### config.mk
export PLATFORM = sky130hd
export DESIGN_NAME = scan_test_controller_flat
export DESIGN_NICKNAME = d
export VERILOG_FILES = /design/src/rtl/scan_test_controller_if.sv /design/src/rtl/scan_test_controller.sv /design/src/flat_wrapper.sv
export SDC_FILE = /design/constraint.sdc
export NUM_CORES = 1
export LEC_CHECK = 0
export BUFFER_PORTS_ARGS = -buffer_cell sky130_fd_sc_hd__buf_2
export CELL_PAD_IN_SITES_DETAIL_PLACEMENT = 1
export CELL_PAD_IN_SITES_GLOBAL_PLACEMENT = 2
export CORE_MARGIN = 8
export CORE_UTILIZATION = 35
export CTS_CLUSTER_SIZE = 40
export DETAILED_ROUTE_END_ITERATION = 10
export PLACE_DENSITY = 0.84
export SETUP_SLACK_MARGIN = 0.2
export SLEW_MARGIN = 10
export SYNTH_ARGS = -nofsm -noshare
export SYNTH_HDL_FRONTEND = slang
export SYNTH_SLANG_ARGS = --single-unit
### constraint.sdc
create_clock -name clk -period 2 [get_ports clk]
set_clock_uncertainty 0.15 [all_clocks]
set_input_delay 0.1 -clock clk [delete_from_list [all_inputs] [get_ports clk]]
set_output_delay 0.1 -clock clk [all_outputs]
set_load 0.01 [all_outputs]
### src/rtl/scan_test_controller_if.sv
// -----------------------------------------------------------------------------
// scan_test_controller_if
//
// Pattern/response channel between a pattern source (ATE or BIST front end)
// and scan_test_controller.
//
//   start_valid / start_ready : pattern request handshake
//   pat_data                  : stimulus, bit 0 shifted first
//   exp_data / exp_mask       : expected response and compare mask (1 = compare)
//   abort                     : drop the pattern currently in flight
//   resp_valid / resp_ready   : response handshake
//   resp_data                 : unloaded response, bit 0 is the first bit out
//   fail                      : masked mismatch flag, valid with resp_valid
//
// master = pattern source, slave = controller.
// -----------------------------------------------------------------------------
interface scan_test_controller_if #(
    parameter int CHAIN_LEN = 4
);
    logic                 start_valid;
    logic                 start_ready;
    logic [CHAIN_LEN-1:0] pat_data;
    logic [CHAIN_LEN-1:0] exp_data;
    logic [CHAIN_LEN-1:0] exp_mask;
    logic                 abort;
    logic                 resp_valid;
    logic                 resp_ready;
    logic [CHAIN_LEN-1:0] resp_data;
    logic                 fail;

    modport master (
        output start_valid, pat_data, exp_data, exp_mask, abort, resp_ready,
        input  start_ready, resp_valid, resp_data, fail
    );

    modport slave (
        input  start_valid, pat_data, exp_data, exp_mask, abort, resp_ready,
        output start_ready, resp_valid, resp_data, fail
    );
endinterface

### src/rtl/scan_test_controller.sv
// -----------------------------------------------------------------------------
// scan_test_controller
//
// Drives one scan chain through complete test cycles: serial load of a
// stimulus pattern, one functional capture edge, serial unload of the
// response, then a masked compare against the expected value.
//
// Ports:
//   clk        : single rising-edge clock shared with the chain flops
//   rst_n      : asynchronous active-low reset
//   bus        : pattern/response channel (slave side)
//   chain_so   : scan-out of the chain's last flop
//   scan_en    : registered chain scan enable
//   scan_in    : registered chain serial input
//   busy       : controller is not idle
//   pat_count  : completed response handshakes (saturating)
//   fail_count : completed handshakes that reported fail (saturating)
// -----------------------------------------------------------------------------
module scan_test_controller #(
    parameter int   CHAIN_LEN = 4,
    parameter logic FILL_BIT  = 1'b0,
    parameter int   CNT_W     = 16
) (
    input  logic                  clk,
    input  logic                  rst_n,
    scan_test_controller_if.slave bus,
    input  logic                  chain_so,
    output logic                  scan_en,
    output logic                  scan_in,
    output logic                  busy,
    output logic [CNT_W-1:0]      pat_count,
    output logic [CNT_W-1:0]      fail_count
);

    localparam int                CW   = $clog2(CHAIN_LEN);
    localparam logic [CW-1:0]     LAST = CW'(CHAIN_LEN - 1);
    localparam logic [CNT_W-1:0]  CMAX = '1;

    typedef enum logic [2:0] {
        S_IDLE,
        S_SHIFT,
        S_CAPTURE,
        S_UNLOAD,
        S_DONE
    } state_t;

    state_t               state_q, state_d;
    logic [CW-1:0]        cnt_q, cnt_d;
    logic [CHAIN_LEN-1:0] pat_sh_q, pat_sh_d;      // stimulus, consumed LSB first
    logic [CHAIN_LEN-1:0] exp_q, exp_d;
    logic [CHAIN_LEN-1:0] mask_q, mask_d;
    logic [CHAIN_LEN-1:0] resp_sh_q, resp_sh_d;    // response being assembled
    logic [CHAIN_LEN-1:0] resp_data_q, resp_data_d;
    logic                 scan_en_q, scan_en_d;
    logic                 scan_in_q, scan_in_d;
    logic                 resp_valid_q, resp_valid_d;
    logic                 fail_q, fail_d;
    logic [CNT_W-1:0]     pat_count_q, pat_count_d;
    logic [CNT_W-1:0]     fail_count_q, fail_count_d;

    logic                 aborting;
    logic                 handshake;
    logic [CHAIN_LEN-1:0] resp_next;

    // Abort only matters while the chain is being driven; IDLE and DONE ignore it.
    assign aborting  = bus.abort &&
                       (state_q == S_SHIFT || state_q == S_CAPTURE || state_q == S_UNLOAD);
    assign handshake = (state_q == S_DONE) && bus.resp_ready;

    // The first bit out enters at the MSB and walks down to bit 0 after N shifts.
    assign resp_next = {chain_so, resp_sh_q[CHAIN_LEN-1:1]};

    // ---------------------------------------------------------------- state reg
    always_ff @(posedge clk or negedge rst_n) begin
        if (!rst_n) begin
            // NOTE: these are small flop vectors, not a RAM array, so resetting
            // every one of them is cheap and keeps outputs defined after reset.
            state_q      <= S_IDLE;
            cnt_q        <= '0;
            pat_sh_q     <= '0;
            exp_q        <= '0;
            mask_q       <= '0;
            resp_sh_q    <= '0;
            resp_data_q  <= '0;
            scan_en_q    <= 1'b0;
            scan_in_q    <= 1'b0;
            resp_valid_q <= 1'b0;
            fail_q       <= 1'b0;
            pat_count_q  <= '0;
            fail_count_q <= '0;
        end else begin
            // NOTE: non-blocking assignments so every register samples the
            // pre-edge values, independent of statement order.
            state_q      <= state_d;
            cnt_q        <= cnt_d;
            pat_sh_q     <= pat_sh_d;
            exp_q        <= exp_d;
            mask_q       <= mask_d;
            resp_sh_q    <= resp_sh_d;
            resp_data_q  <= resp_data_d;
            scan_en_q    <= scan_en_d;
            scan_in_q    <= scan_in_d;
            resp_valid_q <= resp_valid_d;
            fail_q       <= fail_d;
            pat_count_q  <= pat_count_d;
            fail_count_q <= fail_count_d;
        end
    end

    // --------------------------------------------------------------- next state
    always_comb begin
        // NOTE: default first so no path leaves state_d unassigned (no latch).
        state_d = state_q;
        if (aborting) begin
            state_d = S_IDLE;
        end else begin
            case (state_q)
                S_IDLE:    if (bus.start_valid) state_d = S_SHIFT;
                S_SHIFT:   if (cnt_q == LAST)   state_d = S_CAPTURE;
                S_CAPTURE:                      state_d = S_UNLOAD;
                S_UNLOAD:  if (cnt_q == LAST)   state_d = S_DONE;
                S_DONE:    if (handshake)       state_d = S_IDLE;
                default:                        state_d = S_IDLE;
            endcase
        end
    end

    // ------------------------------------------------------ outputs / datapath
    always_comb begin
        cnt_d        = cnt_q;
        pat_sh_d     = pat_sh_q;
        exp_d        = exp_q;
        mask_d       = mask_q;
        resp_sh_d    = resp_sh_q;
        resp_data_d  = resp_data_q;
        scan_en_d    = scan_en_q;
        scan_in_d    = scan_in_q;
        resp_valid_d = resp_valid_q;
        fail_d       = fail_q;
        pat_count_d  = pat_count_q;
        fail_count_d = fail_count_q;

        if (aborting) begin
            scan_en_d = 1'b0;
            scan_in_d = 1'b0;
        end else begin
            case (state_q)
                S_IDLE: begin
                    scan_en_d = 1'b0;
                    scan_in_d = 1'b0;
                    if (bus.start_valid) begin
                        pat_sh_d  = bus.pat_data;
                        exp_d     = bus.exp_data;
                        mask_d    = bus.exp_mask;
                        scan_en_d = 1'b1;
                        scan_in_d = bus.pat_data[0];
                        cnt_d     = '0;
                    end
                end
                S_SHIFT: begin
                    // The chain takes the current bit this edge; present the next.
                    scan_in_d = pat_sh_q[1];
                    pat_sh_d  = pat_sh_q >> 1;
                    cnt_d     = cnt_q + CW'(1);
                    if (cnt_q == LAST) begin
                        scan_en_d = 1'b0;
                        scan_in_d = 1'b0;
                        cnt_d     = '0;
                    end
                end
                S_CAPTURE: begin
                    scan_en_d = 1'b1;
                    scan_in_d = FILL_BIT;
                    cnt_d     = '0;
                end
                S_UNLOAD: begin
                    // chain_so still shows the pre-shift bit at this edge.
                    resp_sh_d = resp_next;
                    cnt_d     = cnt_q + CW'(1);
                    if (cnt_q == LAST) begin
                        scan_en_d    = 1'b0;
                        scan_in_d    = 1'b0;
                        cnt_d        = '0;
                        resp_data_d  = resp_next;
                        fail_d       = |((resp_next ^ exp_q) & mask_q);
                        resp_valid_d = 1'b1;
                    end
                end
                S_DONE: begin
                    if (handshake) begin
                        resp_valid_d = 1'b0;
                        if (pat_count_q != CMAX)
                            pat_count_d = pat_count_q + CNT_W'(1);
                        if (fail_q && fail_count_q != CMAX)
                            fail_count_d = fail_count_q + CNT_W'(1);
                    end
                end
                default: begin
                    scan_en_d = 1'b0;
                    scan_in_d = 1'b0;
                end
            endcase
        end
    end

    assign bus.start_ready = (state_q == S_IDLE);
    assign busy            = (state_q != S_IDLE);
    assign bus.resp_valid  = resp_valid_q;
    assign bus.resp_data   = resp_data_q;
    assign bus.fail        = fail_q;
    assign scan_en         = scan_en_q;
    assign scan_in         = scan_in_q;
    assign pat_count       = pat_count_q;
    assign fail_count      = fail_count_q;

endmodule

### src/flat_wrapper.sv
// flat-port wrapper written by rule: the top's interface ports become plain ports
module scan_test_controller_flat 
#(
    parameter int   CHAIN_LEN = 4,
    parameter logic FILL_BIT  = 1'b0,
    parameter int   CNT_W     = 16
)
  (clk, rst_n, chain_so, scan_en, scan_in, busy, pat_count, fail_count, bus_start_valid, bus_pat_data, bus_exp_data, bus_exp_mask, bus_abort, bus_resp_ready, bus_start_ready, bus_resp_valid, bus_resp_data, bus_fail);
  scan_test_controller_if #(.CHAIN_LEN(CHAIN_LEN)) bus_i ();
  input  logic clk;
  input  logic rst_n;
  input  logic chain_so;
  output logic scan_en;
  output logic scan_in;
  output logic busy;
  output logic [CNT_W-1:0] pat_count;
  output logic [CNT_W-1:0] fail_count;
  input wire logic [$bits(bus_i.start_valid)-1:0] bus_start_valid;
  input wire logic [$bits(bus_i.pat_data)-1:0] bus_pat_data;
  input wire logic [$bits(bus_i.exp_data)-1:0] bus_exp_data;
  input wire logic [$bits(bus_i.exp_mask)-1:0] bus_exp_mask;
  input wire logic [$bits(bus_i.abort)-1:0] bus_abort;
  input wire logic [$bits(bus_i.resp_ready)-1:0] bus_resp_ready;
  output wire logic [$bits(bus_i.start_ready)-1:0] bus_start_ready;
  output wire logic [$bits(bus_i.resp_valid)-1:0] bus_resp_valid;
  output wire logic [$bits(bus_i.resp_data)-1:0] bus_resp_data;
  output wire logic [$bits(bus_i.fail)-1:0] bus_fail;
  assign bus_i.start_valid = bus_start_valid;
  assign bus_i.pat_data = bus_pat_data;
  assign bus_i.exp_data = bus_exp_data;
  assign bus_i.exp_mask = bus_exp_mask;
  assign bus_i.abort = bus_abort;
  assign bus_i.resp_ready = bus_resp_ready;
  assign bus_start_ready = bus_i.start_ready;
  assign bus_resp_valid = bus_i.resp_valid;
  assign bus_resp_data = bus_i.resp_data;
  assign bus_fail = bus_i.fail;
  scan_test_controller #(.CHAIN_LEN(CHAIN_LEN), .FILL_BIT(FILL_BIT), .CNT_W(CNT_W)) u_core (.clk(clk), .rst_n(rst_n), .bus(bus_i), .chain_so(chain_so), .scan_en(scan_en), .scan_in(scan_in), .busy(busy), .pat_count(pat_count), .fail_count(fail_count));
endmodule
# --- Word level (Yosys, flattened, before mapping) ---
# Index checks and enable logic that the tools add are counted.
totals:
  in_bits: 18
  elab_cells: 80
  regBits: 61
classes:
  n_eq_ne: 16
  reduce_logical: 23
  add_sub_neg: 3
  muxes: 22
  bitwise_logic: 3
op_table:
  columns: ["op", "n"]
  rows:
  - ["adder 16 x 1 -> 16 bit, second input constant", 2]
  - ["!= test 16 bit, second input constant", 2]
  - ["AND reduction 4 bit", 4]
  - ["2-to-1 mux 3 bit", 5]
  - ["one-hot mux 3 bit (5 select lines)", 1]
  - ["AND reduction 3 bit", 4]
  - ["!= test 3 x 2 -> 1 bit, second input constant", 3]
  - ["2-to-1 mux 1 bit", 8]
  - ["one-hot mux 1 bit (4 select lines)", 2]
  - ["one-hot mux 4 bit (2 select lines)", 1]
  - ["== test 3 x 2 -> 1 bit, second input constant", 2]
  - ["!= test 3 x 1 -> 1 bit, second input constant", 2]
  - ["one-hot mux 2 bit (3 select lines)", 1]
  - ["AND reduction 2 bit", 3]
  - ["nonzero test 3 bit", 2]
  - ["bitwise AND 4 bit", 1]
  - ["2-to-1 mux 2 bit", 2]
  - ["2-to-1 mux 4 bit", 1]
  - ["!= test 2 x 1 -> 1 bit, second input constant", 2]
  - ["!= test 2 bit, second input constant", 2]
  - ["nonzero test 2 bit", 2]
  - ["OR reduction 4 bit", 1]
  - ["XOR 4 bit", 1]
  - ["== test 3 x 1 -> 1 bit, second input constant", 1]
  - ["other kinds (9)", 12]

# --- Depth between registers and ports, before layout ---
logic_depth:
  word_depth: 6
  mapped_depth: 6
  ltp_nobuf: 5

# --- Worst setup path after synthesis ---
# No wires, ideal clock.
synth_path:
  path_kind: "register -> register"
  from: "register u_core.fail_count_q[0] (netlist: u_core.fail_count[0])"
  to: "register u_core.fail_count_q[1] (netlist: u_core.fail_count[1])"
  period_less_slack_ns: 1.961
  t_arrival_ns: 1.686
  path_stages_with_launch: 6
  path_slack_ns: 0.039
  required_time_ns: 1.725
  setup_ns: 0.125
  cell_sequence: "dfrtp_1 ha_1 nand4_1 nor4_4 nor2_2 mux2_4"
synth_via:
  elab_chain_len: 3
  word_cells_on_any_way: 4
synth_rtl:
  columns: ["item", "line", "source"]
  rows:
  - ["start: declaration", "scan_test_controller.sv:59", "logic [CNT_W-1:0] fail_count_q, fail_count_d;"]
  - ["start signal: assignment", "scan_test_controller.sv:106", "fail_count_q <= fail_count_d;"]
  - ["branches (longest 3 deep; another with adder 16 x 1 -> 16 bit)", null, null]
# Several ways; the timed one is not identified.
# A chain may end at the register's enable or synchronous reset.

# --- Worst setup path in the final report ---
# Same ends and word-level chain as after synthesis.

==> results.yml <==
die:
  chipWidth_um: 106
  core_area_sq_mm: 0.00805
  io-pin-count: 60
  rows: 33
  die_y_um: 106
  dieArea_sq_mm: 0.0113
  start_util: 0.355
run_status:
  status: "complete, no violations"
critical_path:
  crit_path_start_kind: "flip-flop"
  critical_path.endpoint_type: "flip-flop"
  crit_fanout: 5
  worst_r2r_path_depth: 6
  cp_data_required_time_ns: 2.07
  arrival_ns: 1.92
  critPathKind: "reg -> reg"
logic_synthesis:
  synth_edf_count: 0
  synth_flop_cell: "dfrtp_1"
  netlist_area_sq_mm: 0.00286
  synth_nets: 272
  yosysUniqueCellTypes: 49
  ys_ff_latch: 59
  ys.warnings.count: 0
  yosysSeqAreaShare: 0.516
  synth_area_per_cell_sq_um: 11.4
  async_flop_share: 1.00
  netlist_instances: 251
finish:
  final_cell_mix: "59 x buf_2, 55 x dfrtp_1, 24 x buf_4, 19 x nand2_1, 18 x xor2_1"
  n_antenna_cell: 0
  final_common_cell: "buf_2"
  area_growth_pct: 36.5
  stdcell_area_sq_mm: 0.00390
  fin_nets: 378
  drive_above_1_share: 0.406
  fillers: 888
clocking:
  clock_latency_ns: 0.34
  clk_pin_slew_ns: 0.06
  cts_tree: "yes"
  cts_sinks: 59
  cts_max_path_buffers: 2
  cts_buffers: 9
  root_buffer: "clkbuf_8"
  h-tree-depth: 3
detailed_routing:
  drtPass1Iterations: 4
  num_vias: 2375
  ant_nets: 0
  viasPerCell: 5.11
  wire_per_inst_um: 16.6
  drt_iter0_drc: 60
  drt_wl_total_mm: 7.74
  route.detailed.drc: 0
sta:
  rsz0062_at_grt: "yes"
  min_period_ns: 1.85
  worst_slew_pin_slew_ns: 0.443
  hold_viol: 0
  fmax_ghz: 0.540
  final.setup.tns_ns: 0
  finalCritPeriodShare: 0.926
  setup_violations: 0
  relSlewSlack: 0.702
  slew_viol_final: 0
min_path:
  hold_depth: 5
  hold_path.class: "in -> reg"
placement:
  gp_congestion: 0.757
  placed_area_sq_mm: 0.00339
  hpwl_mm: 5.28
  numPortBuffers: 59
global_route:
  antenna_found_initial: 0
  grt_pass1_vias: 2514
  grt_pass1_wl_mm: 12.4
  grt_usage: 0.136
  overflow: 0
  grt_max_degree: 60
power:
  p_total_mw: 3.16
  p_leak_nw: 1.91
  ir_drop_mv: 0.390
  p_per_area_mw_per_mm2: 810
flow_run:
  drv_cap: 0
## registers in the layout (all words and copies together) (netlist names)
register / cells
u_core.pat_sh_q: 3
u_core.bus.resp_valid: 1
u_core.scan_in: 1
u_core.bus.resp_data: 4
u_core.fail_count: 16
u_core.cnt_q: 2
u_core.bus.fail: 1
u_core.resp_sh_q: 3
u_core.state_q: 3
u_core.scan_en: 1
u_core.pat_count: 16
u_core.mask_q: 4
u_core.exp_q: 4
## critical path, stage by stage, from the launching register on
cell	delay, ns
dfrtp_2	0.41
ha_4	0.16
nand4_1	0.15
nor4_4	0.36
buf_6	0.17
nor2_4	0.04
mux2_4	0.30
## where the power goes
part	total [mW]	internal [mW]	leakage, nW	switching (mW)
registers	1.51	1.38	0.780	0.133
clock network	0.953	0.502	0.0843	0.451
logic	0.697	0.373	1.05	0.324
## layout make-up
type | instances | area, sq um | share of cell area
timing repair buffer | 101 | 668 | 0.171
inverter | 6 | 22.5 | 0.00577
sequential | 59 | 1480 | 0.380
clock buffer | 12 | 155 | 0.0398
tap | 105 | 131 | 0.0337
multi-input combinational | 180 | 1430 | 0.367
clock inverter | 2 | 12.5 | 0.00321
## routing by layer
layer / part of all wire / up-vias / global-route usage
met2: 0.50 / 46 / 0.219
met3: 0.037 / 15 / 0.0260
met5: 0 / - / 0
met4: 0.021 / 0 / 0.0693
met1: 0.44 / 1196 / 0.170
li1: - / 1118 / -
## path summary, 6_finish.rpt
path / from / to / slack [ns]
worst min register to register: u_core.scan_in / u_core.scan_in / 0.33
max in group asynchronous: rst_n / u_core.pat_count[10] / 1.24
worst max register to register: u_core.fail_count[0] / u_core.fail_count[1] / 0.15
worst min-delay path: bus_start_valid / u_core.state_q[0] / 0.08
min in group asynchronous: rst_n / u_core.fail_count[6] / 0.14
worst max-delay path: u_core.fail_count[0] / u_core.fail_count[1] / 0.15
## metrics by stage
step                worst slack [ns]  std cells  utilization  hold slack, ns
floorplan                     0.0560        251            -          -0.346
global placement               0.157        423        0.421         -0.0159
CTS                            0.137        455        0.466          0.0746
finish                         0.148        465        0.485          0.0810
global route                  0.0883        465        0.485           0.114
detailed placement             0.104        423        0.421         -0.0198
## timing repair
action | in CTS | in global routing
hold buffers | 15 | 0
hold endpoints to repair | 75 | 0
pin swaps | 1 | 10
setup endpoints to repair | 9 | 35
cloned | 0 | 1
gates resized for setup | 4 | 20
buffers inserted | 3 | 9
## Yosys cell counts (4+ instances only)
master | count | area (sq um)
nor2_1 | 9 | 33.8
nor4_1 | 6 | 37.5
xor2_1 | 18 | 158
xnor2_1 | 16 | 140
nor3_1 | 8 | 40.0
nand4_1 | 12 | 75.1
inv_1 | 6 | 22.5
dfrtp_1 | 59 | 1480
clkbuf_1 | 4 | 15.0
mux2_2 | 17 | 191
nand2_1 | 20 | 75.1
o21ai_0 | 14 | 70.1
nand3_1 | 12 | 60.1
## logic make-up after synthesis
family          after synthesis  synth area share
flops                        59             0.516
fa+ha+maj                     3            0.0131
mux                          21            0.0827
compound gates               26            0.0565
xor+xnor                     34             0.104
buf+inv                      12            0.0166
simple gates                 96             0.211
Power figures use the tool's default switching activity.
